### src/rtl/rr_arb_oh.sv
`default_nettype none
// ============================================================================
// Module   : rr_arb_oh
// Purpose  : Round-robin arbiter that drives a one-hot mux select. The grant
//            is held through back-pressure, and priority rotates past the last
//            requester served. Defining RR_ARB_PKT_LOCK_EN adds a lock that
//            holds the grant for a whole multi-beat packet.
// Revision : 1.0 - initial release
// ============================================================================
module rr_arb_oh #(
    parameter int N    = 8,
    parameter int IdxW = (N > 1) ? $clog2(N) : 1
) (
    input  logic            clk,
    input  logic            rstn,
    input  logic [N-1:0]    req_vld_i,
    input  logic [N-1:0]    req_last_i,
    output logic [N-1:0]    req_rdy_o,
    output logic [N-1:0]    gnt_oh_o,
    output logic [IdxW-1:0] gnt_idx_o,
    output logic            out_vld_o,
    input  logic            out_rdy_i
);

    logic [IdxW-1:0] ptr_q, ptr_d;
    logic            hold_q, hold_d;
    logic [N-1:0]    gnt_q, gnt_d;

    logic            w_locked;
    logic [N-1:0]    w_mask;
    logic [N-1:0]    w_hi;
    logic [N-1:0]    w_hi_first;
    logic [N-1:0]    w_all_first;
    logic [N-1:0]    w_gnt_oh;
    logic [IdxW-1:0] w_idx;
    logic [IdxW-1:0] w_ptr_nxt;
    logic            w_hs;
    logic            w_stall;
    logic            w_last;

`ifdef RR_ARB_PKT_LOCK_EN
    logic            pkt_q, pkt_d;
    assign w_locked = hold_q | pkt_q;
    assign w_last   = |(req_last_i & w_gnt_oh);
`else
    logic            w_unused_last;
    assign w_locked      = hold_q;
    assign w_last        = 1'b1;
    assign w_unused_last = ^req_last_i;
`endif

    // Lowest set bit at or above the pointer wins; otherwise wrap to the lowest set bit overall.
    assign w_mask      = {N{1'b1}} << ptr_q;
    assign w_hi        = req_vld_i & w_mask;
    assign w_hi_first  = w_hi & (~w_hi + N'(1));
    assign w_all_first = req_vld_i & (~req_vld_i + N'(1));
    assign w_gnt_oh    = w_locked ? (gnt_q & req_vld_i)
                                  : ((|w_hi) ? w_hi_first : w_all_first);

    always_comb begin
        w_idx = '0;
        for (int i = 0; i < N; i++) begin
            if (w_gnt_oh[i]) begin
                w_idx = w_idx | IdxW'(i);
            end
        end
    end

    assign w_hs      = out_vld_o & out_rdy_i;
    assign w_stall   = out_vld_o & ~out_rdy_i;
    assign w_ptr_nxt = (w_idx == IdxW'(N - 1)) ? '0 : w_idx + 1'b1;

    always_comb begin
        hold_d = w_stall;
        gnt_d  = gnt_q;
        ptr_d  = ptr_q;
`ifdef RR_ARB_PKT_LOCK_EN
        pkt_d  = pkt_q;
`endif
        if (w_stall) begin
            gnt_d = w_gnt_oh;
        end
        if (w_hs) begin
            if (w_last) begin
                ptr_d = w_ptr_nxt;
`ifdef RR_ARB_PKT_LOCK_EN
                pkt_d = 1'b0;
            end else begin
                pkt_d = 1'b1;
                gnt_d = w_gnt_oh;
`endif
            end
        end
    end

    always_ff @(posedge clk or negedge rstn) begin
        if (!rstn) begin
            ptr_q  <= '0;
            hold_q <= 1'b0;
            gnt_q  <= '0;
`ifdef RR_ARB_PKT_LOCK_EN
            pkt_q  <= 1'b0;
`endif
        end else begin
            ptr_q  <= ptr_d;
            hold_q <= hold_d;
            gnt_q  <= gnt_d;
`ifdef RR_ARB_PKT_LOCK_EN
            pkt_q  <= pkt_d;
`endif
        end
    end

    assign gnt_oh_o  = w_gnt_oh;
    assign gnt_idx_o = w_idx;
    assign out_vld_o = |w_gnt_oh;
    assign req_rdy_o = w_gnt_oh & {N{out_rdy_i}};

endmodule
`default_nettype wire

### config.mk
export PLATFORM = sky130hd
export DESIGN_NAME = rr_arb_oh
export DESIGN_NICKNAME = d
export VERILOG_FILES = /design/src/rtl/rr_arb_oh.sv
export SDC_FILE = /design/constraint.sdc
export NUM_CORES = 1
export LEC_CHECK = 0
export CAP_MARGIN = 20
export CORE_ASPECT_RATIO = 1.25
export CORE_MARGIN = 2
export CORE_UTILIZATION = 30
export DETAILED_ROUTE_END_ITERATION = 8
export PLACE_DENSITY = 0.66
export SETUP_SLACK_MARGIN = 0.3
export SYNTH_ARGS = -nofsm -noshare
export SYNTH_HDL_FRONTEND = slang
export SYNTH_SLANG_ARGS = --single-unit
export TNS_END_PERCENT = 50
### constraint.sdc
create_clock -name clk -period 4.45 [get_ports clk]
set_input_delay 1.1125 -clock clk [delete_from_list [all_inputs] [get_ports clk]]
set_output_delay 1.1125 -clock clk [all_outputs]
set_load 0.02 [all_outputs]
==> summary.md <==
| Metric | Value |
|---|---|
| CP Launch Type | `input pin` |
| Adder-cell share of the synthesized area | `1.30%` |
| Rows | `23` |
| Setup-failing EPs final | `0` |
| 1st-iter DRT viols | `11` |
| Critical register-to-register path endpoint | `gnt_q[0]` |
| Total number of vias | `1,019` |
| Post-synth top flop | `dfrtp_1` |
| Area Overhead vs Synth | `57.1%` |
| Setup WS post-layout | `0.349 ns` |
| Gr usage total | `18.0%` |
| Synth top area share | `31.2%` |
| # diodes | `0` |
| Worst R2R Start | `ptr_q[1]` |
| Initial antenna violation count | `0` |
| Drt first pass iters | `4` |
| DP Worst Slack | `-0.377 ns` |
| Main combinational cell family by area after synthesis | `simple AND/OR/NAND/NOR gates` |
| Final core utilization | `48.2%` |
| # H-tree levels | `1` |
| Initial core utilization | `30.7%` |
| EDFF count, synth | `0` |
| Worst Skew | `0.00321 ns` |
| Routed wire length | `3.02 mm` |
| Required @ worst endpoint | `3.34 ns` |
| # DRC | `0` |
| Largest area contributor in the netlist | `dfrtp_1` |
| Final max-slew violation count | `0` |
| Number of vias per cell | `5.31` |
| Fin crit share | `92.2%` |
| Port Buffers | `30` |
| Die Area | `3680 um^2` |
| Sink of the worst hold path | `gnt_q[4]` |
| Multiplexer area fraction after synthesis | `14.3%` |
| Final Wtd Congestion | `0.882` |
| CTS Root Cell | `clkbuf_8` |
| First-pass GRT wire length | `4.94 mm` |
| Clock sink count | `12` |
| Pwr dens | `737 nW/um^2` |
| Core area | `3140 um^2` |
| Compound-cell area share of the yosys netlist | `21.1%` |
| Largest net degree at the start of global routing | `15` |
| Cells after synthesis | `103` |
| Routed Antenna Nets | `0` |
| Wirelength per Cell | `15.7 um` |
| Syn avg cell area | `9.34 um^2` |
| Achievable frequency | `0.244 GHz` |
| CP max FO | `4` |
| Grt total ovfl | `0` |
| Lkg Pwr | `0.788 nW` |
| Status | `complete, no violations` |
| Rel. slew slack | `62.9%` |
| Crit path cell chain | `dlygate4sd2_1 -> buf_4 -> o21a_1 -> nor3_4 -> a32o_1 -> buf_4 -> clkdlybuf4s50_1` |
| Dpl cells | `189` |
| Clock tree buffer depth | `2` |
| FF+latch count, synth | `12` |
| CP arrival | `2.99 ns` |
| # IOs | `39` |
| Die Y-Extent | `67.3 um` |
| RSZ-0062 raised after global routing | `no` |
| Flop2flop setup slack | `1.59 ns` |
| CP dominant cell by count | `buf_4` |
| Chip width | `54.7 um` |
| Hold_sp | `gnt_q[4]` |
| Hpwl dp | `2.26 mm` |
| Clk_lat worst skew | `0.24 ns` |
| Critical Path End Type | `output pin` |
| Final Hold Fails | `0` |
| Distinct cells, synth | `45` |
| CTS tree | `yes` |
| Syn nets | `123` |
| Post-route insts no fill | `192` |
| Post-synthesis sequential area ratio | `31.2%` |
| Max incr delay on CP | `0.60 ns` |
| Ranking of synthesized cells by area | `dfrtp_1 31%, mux2_4 11%, and2_1 5.2%, nand2_1 2.7%, a21oi_1 2.6%` |
| Min cycle time layout | `4.10 ns` |
| Final net count | `177` |
| Area share of xor/xnor cells in the synthesized design | `0.910%` |
| R2r worst-path depth | `8` |
| Post-synth ARST share | `100%` |
| Post-Synth Simple-Gate Area | `25.6%` |
| Num CTS Buffers | `3` |
| CP max-delay cell | `clkdlybuf4s50_1` |
| Yosys warning count | `0` |
| Max cap viols | `0` |
| Pwr Total | `1.11 mW` |
| Worst Hold Class | `reg2reg` |
| Clock slew at reported path FFs | `0.05 ns` |
| Cell Area, Synth | `962 um^2` |
| Maximum vdd ir drop | `648 uV` |
| Worst-margin pin slew | `0.555 ns` |
| Hold path cells | `1` |
| Critical Setup Path Class | `in2out` |
| Worst Setup SP | `req_vld_i[4]` |
| Vias in the first global route | `1,074` |
| Fraction of layout cells with a size suffix above 1 | `36.8%` |
-- worst max path at each step --
stage,endpoint,slack (ns)
detailed placement,out_vld_o,-0.38
finish,gnt_oh_o[1],0.35
global placement,out_vld_o,-0.38
CTS,gnt_oh_o[5],0.17
global route,gnt_oh_o[3],0.31
floorplan,out_vld_o,0.30
-- synth_stat cells, types with 2 or more instances --
master	count
mux2_1	2
a31o_2	2
and2_1	8
nand3_1	2
and3_1	3
mux2_4	7
o21a_1	2
a21oi_1	5
inv_1	6
buf_6	2
nand2_1	7
nor2b_1	2
dfrtp_1	12
nand2b_1	2
a31oi_1	2
o21ai_0	4
or4_1	2
nor2_1	5
nor4_1	2
-- where the power goes --
part	switching [mW]	total [mW]	internal, mW	leakage, nW
logic	0.376	0.787	0.412	0.611
registers	0.0710	0.227	0.156	0.156
clock network	0.0395	0.0991	0.0596	0.0216
-- layout by cell type (no fill, tap or decap), types with 2 or more instances in the layout --
master           count
a21oi_1              5
a31o_2               2
and2_1               7
and3_1               3
buf_2                2
buf_4               23
buf_6                2
clkbuf_2             4
clkbuf_8             3
clkdlybuf4s50_1      7
dfrtp_1             12
dlygate4sd2_1       12
dlymetal6s2s_1       3
inv_1                6
mux2_1               2
mux2_4               7
nand2_1              7
nand2b_1             2
nand3_1              2
nor2_1               4
nor2b_1              2
o21a_1               2
o21ai_0              2
o21ai_1              2
or4_1                2
-- stage by stage --
step,TNS [ns],cell area (um^2),hold slack (ns)
finish,0,1510,0.513
global route,0,1510,0.535
CTS,0,1510,0.514
detailed placement,-2.29,1450,0.502
global placement,-1.99,1450,0.500
floorplan,0,962,0.475
-- kinds of logic after synthesis --
group                      count (synthesis)
buffers and inverters                     10
and+or+nand+nor                           41
adders and majority gates                  1
DFF                                       12
xor gates and xnor gates                   1
AOI/OAI and AO/OA                         28
muxes                                     10
-- sequential cells by signal, indices dropped and copies added, names as in the netlist --
name,flops
gnt_q,8
hold_q,1
ptr_q,3
-- worst max-delay path, delay by kind of cell --
| family | cells | cell delay (ns) |
|---|---|---|
| buffers and inverters | 4 | 1.14 |
| AOI/OAI and AO/OA | 2 | 0.47 |
| and+or+nand+nor | 1 | 0.25 |
-- cell type report --
cell class / instances / area (um^2)
clock buffers: 3 / 41.3
flip-flops and latches: 12 / 300
repair buffers: 53 / 438
fillers: 304 / 1630
inverters: 6 / 22.5
well taps: 37 / 46.3
multi-input cells: 81 / 663
-- metal layers --
layer  wire length, um  vias up  GRT usage [%]
met5                 0        -              0
met4                76        0           7.81
met3               120        7           2.43
met2              1520       26           28.7
met1              1310      504           23.8
li1                  -      482              -
-- timing repair --
| item | 4_1_cts | 5_1_grt |
|---|---|---|
| pin swaps | 5 | 1 |
| hold buffers | 0 | 0 |
| setup endpoints to repair | 20 | 15 |
| setup buffers | 0 | 0 |
| gates resized for setup | 46 | 13 |
(Power assumes the default switching activity.)
